==> src/rtl/sprite_animator.sv <==
// Sprite draw engine with a self-running animation sequencer.
// Maps the VGA scan position to a sprite-sheet address and advances the frame index.
module sprite_animator #(
  parameter int unsigned SPR_W       = 10,
  parameter int unsigned SPR_H       = 10,
  parameter int unsigned N_FRAMES    = 8,
  parameter int unsigned SHEET_W     = 360,
  parameter int unsigned SHEET_DEPTH = 86400,
  parameter int unsigned ROW_BASE    = 10,
  parameter int unsigned TICK_DIV    = 5000000,
  parameter int unsigned ADDR_W      = 17
) (
  input  logic              clk,
  input  logic              rst,
  input  logic [9:0]        h_cnt,
  input  logic [9:0]        v_cnt,
  input  logic [8:0]        pos_x,
  input  logic [8:0]        pos_y,
  input  logic              enable,
  input  logic [1:0]        mode,
  input  logic              flip_h,
  input  logic              restart,
  output logic [3:0]        frame,
  output logic              done,
  output logic [ADDR_W-1:0] pixel_addr,
  output logic              is_object
);

  localparam int unsigned TICK_W = (TICK_DIV > 1) ? $clog2(TICK_DIV) : 1;
  localparam int unsigned CALC_W = ADDR_W + 2;
  localparam logic [3:0]        LAST_FRAME = 4'(N_FRAMES - 1);
  localparam logic [TICK_W-1:0] TICK_LAST  = TICK_W'(TICK_DIV - 1);

  localparam logic [1:0] MODE_LOOP = 2'b00;
  localparam logic [1:0] MODE_PING = 2'b01;
  localparam logic [1:0] MODE_ONCE = 2'b10;
  localparam logic [1:0] MODE_HOLD = 2'b11;

  typedef enum logic {DIR_UP, DIR_DOWN} dir_e;

  logic [TICK_W-1:0] tick_q, tick_d;
  logic [3:0]        frame_q, frame_d;
  dir_e              dir_q, dir_d;
  logic              done_q, done_d;
  logic [ADDR_W-1:0] pixel_addr_q, pixel_addr_d;
  logic              is_object_q, is_object_d;
  logic              tick_run_c, term_c;

  logic [9:0]        x_c, y_c, px_c, py_c, col_raw_c, col_c, dy_c;
  logic              hit_c;
  logic [CALC_W-1:0] row_c, sum_c, addr_c;
  logic              unused_c;

  // Sequencer next state: restart beats a terminal tick; hold freezes everything.
  always_comb begin
    tick_d     = tick_q;
    frame_d    = frame_q;
    dir_d      = dir_q;
    done_d     = done_q;
    tick_run_c = enable && (mode != MODE_HOLD);
    term_c     = tick_run_c && (tick_q == TICK_LAST);
    if (restart) begin
      tick_d  = '0;
      frame_d = '0;
      dir_d   = DIR_UP;
      done_d  = 1'b0;
    end else if (tick_run_c) begin
      tick_d = term_c ? '0 : tick_q + 1'b1;
      if (term_c) begin
        case (mode)
          MODE_LOOP: frame_d = (frame_q >= LAST_FRAME) ? 4'd0 : frame_q + 4'd1;
          MODE_PING: begin
            if (N_FRAMES == 1) begin
              frame_d = 4'd0;
            end else if (dir_q == DIR_UP) begin
              if (frame_q >= LAST_FRAME) begin
                frame_d = frame_q - 4'd1;
                dir_d   = DIR_DOWN;
              end else begin
                frame_d = frame_q + 4'd1;
              end
            end else begin
              if (frame_q == 4'd0) begin
                frame_d = 4'd1;
                dir_d   = DIR_UP;
              end else begin
                frame_d = frame_q - 4'd1;
              end
            end
          end
          MODE_ONCE: begin
            if (frame_q < LAST_FRAME) begin
              frame_d = frame_q + 4'd1;
              done_d  = done_q | ((frame_q + 4'd1) == LAST_FRAME);
            end else begin
              done_d = 1'b1;
            end
          end
          default: ;
        endcase
      end
    end
  end

  // Draw path: 10-bit compares keep sprites near the right/bottom edge from wrapping.
  always_comb begin
    x_c       = {1'b0, h_cnt[9:1]};
    y_c       = {1'b0, v_cnt[9:1]};
    px_c      = {1'b0, pos_x};
    py_c      = {1'b0, pos_y};
    hit_c     = (x_c >= px_c) && (x_c < px_c + 10'(SPR_W)) &&
                (y_c >= py_c) && (y_c < py_c + 10'(SPR_H));
    col_raw_c = x_c - px_c;
    col_c     = flip_h ? 10'(SPR_W - 1) - col_raw_c : col_raw_c;
    dy_c      = y_c - py_c;
    row_c     = CALC_W'(dy_c) + CALC_W'(ROW_BASE);
    sum_c     = CALC_W'(col_c) + CALC_W'(SPR_W) * CALC_W'(frame_q) +
                row_c * CALC_W'(SHEET_W);
    addr_c    = (sum_c >= CALC_W'(SHEET_DEPTH)) ? sum_c - CALC_W'(SHEET_DEPTH) : sum_c;
    pixel_addr_d = hit_c ? ADDR_W'(addr_c) : '0;
    is_object_d  = hit_c;
  end

  assign unused_c = ^{h_cnt[0], v_cnt[0]};

  always_ff @(posedge clk) begin
    if (rst) begin
      tick_q       <= '0;
      frame_q      <= '0;
      dir_q        <= DIR_UP;
      done_q       <= 1'b0;
      pixel_addr_q <= '0;
      is_object_q  <= 1'b0;
    end else begin
      tick_q       <= tick_d;
      frame_q      <= frame_d;
      dir_q        <= dir_d;
      done_q       <= done_d;
      pixel_addr_q <= pixel_addr_d;
      is_object_q  <= is_object_d;
    end
  end

  assign frame      = frame_q;
  assign done       = done_q;
  assign pixel_addr = pixel_addr_q;
  assign is_object  = is_object_q;

endmodule

==> config.mk <==
export PLATFORM = sky130hd
export DESIGN_NAME = sprite_animator
export DESIGN_NICKNAME = d
export VERILOG_FILES = /design/src/rtl/sprite_animator.sv
export SDC_FILE = /design/constraint.sdc
export NUM_CORES = 1
export LEC_CHECK = 0
export CORE_ASPECT_RATIO = 1.5
export CORE_MARGIN = 1
export CORE_UTILIZATION = 59
export DETAILED_ROUTE_END_ITERATION = 12
export PLACE_DENSITY = 0.82
export SYNTH_ARGS = -nofsm -noshare
export SYNTH_HDL_FRONTEND = slang
export SYNTH_SLANG_ARGS = --single-unit
==> constraint.sdc <==
create_clock -name clk -period 8.8 [get_ports clk]
set_clock_uncertainty 0.1 [all_clocks]
set_input_delay 1.76 -clock clk [delete_from_list [all_inputs] [get_ports clk]]
set_output_delay 1.76 -clock clk [all_outputs]
set_load 0.02 [all_outputs]
==> flow_metrics.env, run 1 <==
export IMPL_yosysSeqAreaShare_pct=14.30
export IMPL_grt_pass1_wl_um=27950
export IMPL_initialDrtViolationCount=216
export IMPL_path_clk_slew_ns=0.07
export IMPL_r2r_setup_slack_ns=3.36
export IMPL_io_pins=68
export IMPL_r2r_cells=19
export IMPL_diodes=0
export IMPL_drc=0
export IMPL_dp_cells=1078
export IMPL_syn_area_mm2=0.006579
export IMPL_fin_crit_ns=8.538
export IMPL_synthFlopType="dfxtp_1"
export IMPL_synth_edff_count=0
export IMPL_hpwlAfterDp_um=13640
export IMPL_grt_pass1_vias=6603
export IMPL_hold_depth=2
export IMPL_drt_total_wl_um=16650
export IMPL_final_setup_viol_count=0
export IMPL_syn2layout_area_growth_pct=22.27
export IMPL_hp_class="register to register"
export IMPL_end_kind="register"
export IMPL_grt_antenna_before_repair=0
export IMPL_core_mm2=0.01071
export IMPL_finalHoldViolations=0
export IMPL_maxCapViolCount=0
export IMPL_worstPathMaxFanout=7
export IMPL_die_x_um=88.22
export IMPL_status="complete, no violations"
export IMPL_slowest_delay_ns=0.57
export IMPL_maxSlewViolCount=0
export IMPL_worst_ep_required_time_ns=8.84
export IMPL_ys_types=77
export IMPL_ant_nets=0
export IMPL_avgSynthCellArea_um2=7.869
export IMPL_cts_buffers=5
export IMPL_root_buffer="clkbuf_16"
export IMPL_r2r_end="pixel_addr[11]$_SDFF_PP0_"
export IMPL_grt_max_degree=21
export IMPL_insertion_delay_ns=0.29
export IMPL_clock_sinks=47
export IMPL_critPathCapture="pixel_addr[11]$_SDFF_PP0_"
export IMPL_fin_crit_sh_pct=97.03
export IMPL_slowest_stage="a2111oi_2"
export IMPL_synth_async_reset_ratio_pct=0
export IMPL_fillerInstances=815
export IMPL_maxSlewHeadroom_pct=36.93
export IMPL_path_class="input pin to register"
export IMPL_cp_start_kind="input pin"
export IMPL_wire_per_inst_um=15.25
export IMPL_layout_drive_gt1_share_pct=11.60
export IMPL_die_area_mm2=0.01159
export IMPL_place_gp_congestion=0.9050
export IMPL_overflow=0
export IMPL_dr_pass1_iters=5
export IMPL_initial_core_util_pct=61.45
export IMPL_worstPathArrival_ns=8.58
export IMPL_stdcell_count=1092
export IMPL_ys_seq_elements=47
export IMPL_nets=1110
export IMPL_port_buffers=65
export IMPL_max_freq_mhz=117.1
export IMPL_die_y_um=131.3
export IMPL_via_count=6447
export IMPL_cts_path_max_buffers=2
export IMPL_via_per_inst=5.904
export IMPL_hold_buffers=0
export IMPL_cts_tree="yes"
export IMPL_rows=46
export IMPL_synthCells=836
export IMPL_synth_fp_nets=999
export IMPL_grtUsageTotal_pct=29.34
export IMPL_yosysWarnings=0
export IMPL_worst_pin_slew_ns=0.9433
export IMPL_cp_startpoint="pos_y[4]"
export IMPL_rr_startpoint="frame[3]$_SDFFE_PP0P_"
export IMPL_h_tree_depth=2
## logic make-up after synthesis
| logic type | after synthesis | share of synthesized area (%) |
|---|---|---|
| AO/OA/AOI/OAI | 195 | 20.88 |
| buffers and inverters | 125 | 7.493 |
| AND/OR/NAND/NOR | 267 | 20.56 |
| flip-flops | 47 | 14.30 |
| multiplexers | 2 | 0.3233 |
| XOR/XNOR | 82 | 11.14 |
| adder cells (fa/ha/maj) | 118 | 25.29 |
## metrics by stage
step                setup TNS (ns)  util [%]  setup slack (ns)  area [um2]  hold slack [ns]
global route             -0.001694     75.14         -0.001694        8044           0.4557
global placement           -0.1032     72.11          -0.04115        7720           0.3546
detailed placement          -2.292     72.11           -0.2754        7720           0.3810
CTS                              0     73.56           0.01183        7875           0.3980
floorplan                        0         -            0.5772        6579           0.3671
finish                           0     75.14            0.2616        8044           0.3997
## placed cells by master (no fill, tap or decap), types with 29 or more instances in the layout
cell type        netlist  final
inv_1                102    102
ha_1                  93     91
nor2_1                71     71
clkdlybuf4s50_1        0     65
buf_4                  1     61
nand2_1               58     58
a21oi_1               50     49
xnor2_1               48     47
dfxtp_1               47     47
xor2_1                33     32
o21ai_0               30     29
## registers in the layout, indices dropped and copies added, names as in the netlist
name and flops:
tick_q 23, done 1, dir_q 1, is_object 1, pixel_addr 17, frame 4
## worst min path at each step
stage                            startpoint                      end
floorplan           tick_q[14]$_SDFFE_PP0P_  tick_q[14]$_SDFFE_PP0P_
global placement          done$_SDFFE_PP0P_        done$_SDFFE_PP0P_
detailed placement        done$_SDFFE_PP0P_        done$_SDFFE_PP0P_
CTS                       done$_SDFFE_PP0P_        done$_SDFFE_PP0P_
global route              done$_SDFFE_PP0P_        done$_SDFFE_PP0P_
finish                    done$_SDFFE_PP0P_        done$_SDFFE_PP0P_
## routing by layer
metal  vias to the layer above  share of wire [%]  routed length, um  track usage, %
met2                       170                 57               9489           58.55
met3                        51                2.5                421           1.884
met4                         0                4.0                672           14.34
met1                      3056                 36               6064           28.65
li1                       3170                  -                  -               -
met5                         -                  0                  0               0
## what timing repair did
item / 4_1_cts / 5_1_grt
buffers inserted: 0 / 6
endpoints found under the hold margin: 0 / 0
resized for setup: 0 / 25
endpoints found under the setup margin: 0 / 10
## critical path, delay by kind of cell
family,cells,cell delay [ns]
xor+xnor,2,0.48
fa+ha+maj,5,2.13
buf+inv,7,1.24
simple gates,2,0.66
compound gates,10,2.30
## cell usage after synthesis, types with 4 or more instances
master / number / area (um2)
inv_1: 102 / 382.9
ha_1: 93 / 1164
nor2_1: 71 / 266.5
nand2_1: 58 / 217.7
a21oi_1: 50 / 250.2
xnor2_1: 48 / 420.4
dfxtp_1: 47 / 940.9
xor2_1: 33 / 289.0
o21ai_0: 30 / 150.1
nor3_1: 27 / 135.1
fa_1: 25 / 500.5
nand3_1: 25 / 125.1
a21o_1: 22 / 165.2
a211oi_1: 10 / 75.07
buf_2: 10 / 50.05
clkbuf_1: 10 / 37.54
nand4_1: 10 / 62.56
o2111ai_1: 10 / 87.58
and2_1: 9 / 56.30
nor2b_1: 9 / 56.30
nand2b_1: 8 / 50.05
o211ai_1: 7 / 52.55
or3_1: 7 / 43.79
o21a_1: 6 / 45.04
o31ai_1: 6 / 45.04
a2111oi_0: 5 / 43.79
a221oi_1: 5 / 43.79
and3_1: 5 / 31.28
nor3b_1: 5 / 37.54
o21bai_1: 5 / 37.54
or2_2: 5 / 31.28
a31oi_1: 4 / 25.02
or4_1: 4 / 30.03
## cell type report
| cell class | count | area, um2 | share of cell area [%] |
|---|---|---|---|
| multi-input cells | 664 | 5256 | 65.34 |
| repair buffers | 127 | 1129 | 14.03 |
| flip-flops and latches | 47 | 940.9 | 11.70 |
| inverters | 102 | 382.9 | 4.760 |
| well taps | 144 | 180.2 | 2.240 |
| clock buffers | 6 | 138.9 | 1.727 |
| clock inverters | 2 | 16.27 | 0.2022 |
Power of run 1 is not shown: default switching activity piles up to over one toggle a cycle in this logic, so the estimate is an artifact.
==> run 2: changes to the inputs <==
Settings changed: TNS_END_PERCENT from default to 20.
==> results of run 2 <==
Same layout as run 1: the final DEF is identical, and so are final timing and power.
Power of run 2 is left out for the same reason.
==> run 3: changes to the inputs <==
Settings changed: ABC_AREA from default to 1, SETUP_SLACK_MARGIN from default to 0.15, SLEW_MARGIN from default to 20.
==> run 3 against run 2 <==
Against the previous run:
- critical path depth rose by 8
- routed wire length shrank 15%
- hold slack worse by 0.0078 ns
- cell count rose by 10%
- first-iteration DRC count rose by 29%
- critical endpoint is now pixel_addr[13]$_SDFF_PP0_
- die area increased by 0.50%
- utilization decreased by 6.2 points
- fmax rose by 5.1%
- largest cell class unchanged
- global-route usage fell by 2.8 points
- via count decreased by 1.6%
==> flow_metrics.env, run 3 <==
export IMPL_status="complete, no violations"
export IMPL_path_class="input pin to register"
export IMPL_grt_pass1_wl_um=25240
export IMPL_diodes=0
export IMPL_h_tree_depth=2
export IMPL_root_buffer="clkbuf_16"
export IMPL_worst_ep_required_time_ns=8.86
export IMPL_port_buffers=65
export IMPL_maxCapViolCount=0
export IMPL_die_area_mm2=0.01164
export IMPL_final_cell_area_mm2=0.007585
export IMPL_cts_buffers=5
export IMPL_ant_nets=0
export IMPL_cp_num_buf_inv=5
export IMPL_synth_edff_count=0
export IMPL_hp_class="register to register"
export IMPL_worstPathMaxFanout=11
export IMPL_insertion_delay_ns=0.30
export IMPL_finalSetupTns_ns=0
export IMPL_grt_antenna_before_repair=0
export IMPL_cts_setup_buffers=0
export IMPL_largest_reg_flops=23
export IMPL_grt_max_degree=18
export IMPL_ys_types=48
export IMPL_cts_tree="yes"
export IMPL_synthFlopType="dfxtp_1"
export IMPL_drt_total_wl_um=14160
export IMPL_io_pins=68
export IMPL_clock_sinks=47
export IMPL_via_per_inst=5.276
export IMPL_worst_pin_slew_ns=0.5284
export IMPL_cp_start_kind="input pin"
export IMPL_layout_drive_gt1_share_pct=6.061
export IMPL_dr_pass1_iters=5
export IMPL_hold_depth=2
export IMPL_yosysSeqAreaShare_pct=14.23
export IMPL_netlist_area_leader_share_pct=17.60
export IMPL_synth_async_reset_ratio_pct=0
export IMPL_path_clk_slew_ns=0.07
export IMPL_hold_buffers=0
export IMPL_rows=47
export IMPL_slowest_delay_ns=0.51
export IMPL_max_freq_mhz=123.1
export IMPL_initial_core_util_pct=60.13
export IMPL_initialDrtViolationCount=279
export IMPL_fin_crit_sh_pct=92.31
export IMPL_drc=0
export IMPL_wire_per_inst_um=11.77
export IMPL_final_setup_viol_count=0
export IMPL_synth_area_leader_cell="ha_1"
export IMPL_cts_path_max_buffers=2
export IMPL_maxSlewHeadroom_pct=64.52
export IMPL_cp_common_cell="nand2_1"
export IMPL_dp_cells=1195
export IMPL_r2r_cells=22
export IMPL_critical_path_top_delay_family="adder cells"
export IMPL_synthCells=983
export IMPL_worstPathArrival_ns=8.19
export IMPL_overflow=0
export IMPL_grt_pass1_vias=6126
export IMPL_post_route_util_pct=68.97
export IMPL_via_count=6347
export IMPL_place_gp_congestion=0.9079
export IMPL_avgSynthCellArea_um2=6.727
export IMPL_synth_area_leaders="ha_1 (18%), dfxtp_1 (14%), nand2_1 (12%)"
export IMPL_slowest_stage="fa_1"
export IMPL_finalHoldViolations=0
export IMPL_yosysWarnings=0
export IMPL_syn2layout_area_growth_pct=14.70
export IMPL_die_x_um=88.44
export IMPL_ctsResizeCount=0
export IMPL_synth_most_common_cell="nand2_1"
export IMPL_post_dp_cell_area_mm2=0.007440
export IMPL_maxSlewViolCount=0
export IMPL_synth_fp_nets=1146
export IMPL_end_kind="register"
export IMPL_ys_seq_elements=47
export IMPL_stdcell_count=1203
export IMPL_rsz0062_at_grt="false"
export IMPL_crit_cells=34
export IMPL_core_mm2=0.01100
export IMPL_syn_area_mm2=0.006613
export IMPL_die_y_um=131.7
export IMPL_mostFrequentLayoutCells="nand2_1 (217), inv_1 (202), ha_1 (93), nor2_1 (75), clkdlybuf4s50_1 (65)"
export IMPL_top_register="tick_q"
export IMPL_mostFrequentLayoutCell="nand2_1"
export IMPL_hpwlAfterDp_um=12160
export IMPL_synth_common_cells="nand2_1 (217), inv_1 (202), ha_1 (93)"
export IMPL_fin_crit_ns=8.123
export IMPL_grtUsageTotal_pct=26.53
export IMPL_nets=1218
-- run 3: area by class of cell --
class / instances / area [um2]
clock inverters: 3 / 20.02
repair buffers: 68 / 673.1
multi-input cells: 726 / 4865
inverters: 207 / 777.0
fillers: 982 / 3412
clock buffers: 5 / 125.1
well taps: 147 / 183.9
flip-flops and latches: 47 / 940.9
-- run 3: metal layers --
metal | track usage, % | share of wire [%]
met5 | 0 | 0
met4 | 11.74 | 3.8
met3 | 2.701 | 3.0
met2 | 50.85 | 55
met1 | 27.74 | 39
-- run 3: path summary, 6_finish.rpt --
kind / endpoint / slack [ns] / from
max reg2reg: pixel_addr[13]$_SDFF_PP0_ / 4.04 / frame[3]$_SDFFE_PP0P_
max: pixel_addr[13]$_SDFF_PP0_ / 0.68 / v_cnt[1]
min: tick_q[18]$_SDFFE_PP0P_ / 0.39 / tick_q[18]$_SDFFE_PP0P_
min reg2reg: tick_q[18]$_SDFFE_PP0P_ / 0.39 / tick_q[18]$_SDFFE_PP0P_
-- run 3: tightest hold or removal path: cells and delay by family, from the launching register on --
kind / cells / cell delay (ns)
flip-flops: 1 / 0.31
buffers and inverters: 1 / 0.08
AO/OA/AOI/OAI: 1 / 0.06
-- run 3: per-stage QoR --
stage                     hold WS [ns]  worst slack, ns
after global routing            0.4209           0.2333
final                           0.3919           0.6768
after global placement          0.3665           0.4826
after detailed placement        0.3750           0.3897
after floorplan                 0.3503            1.138
after CTS                       0.3909           0.6573
-- run 3: logic make-up (layout without fill, tap and decap cells) --
group	Yosys count	count (layout)	share of synthesized area (%)
AO/OA/AOI/OAI	111	111	9.593
XOR/XNOR	62	62	8.439
adder cells (fa/ha/maj)	118	118	25.17
buffers and inverters	210	283	12.20
flip-flops	47	47	14.23
AND/OR/NAND/NOR	435	435	30.37
Power of run 3 is left out for the same reason.
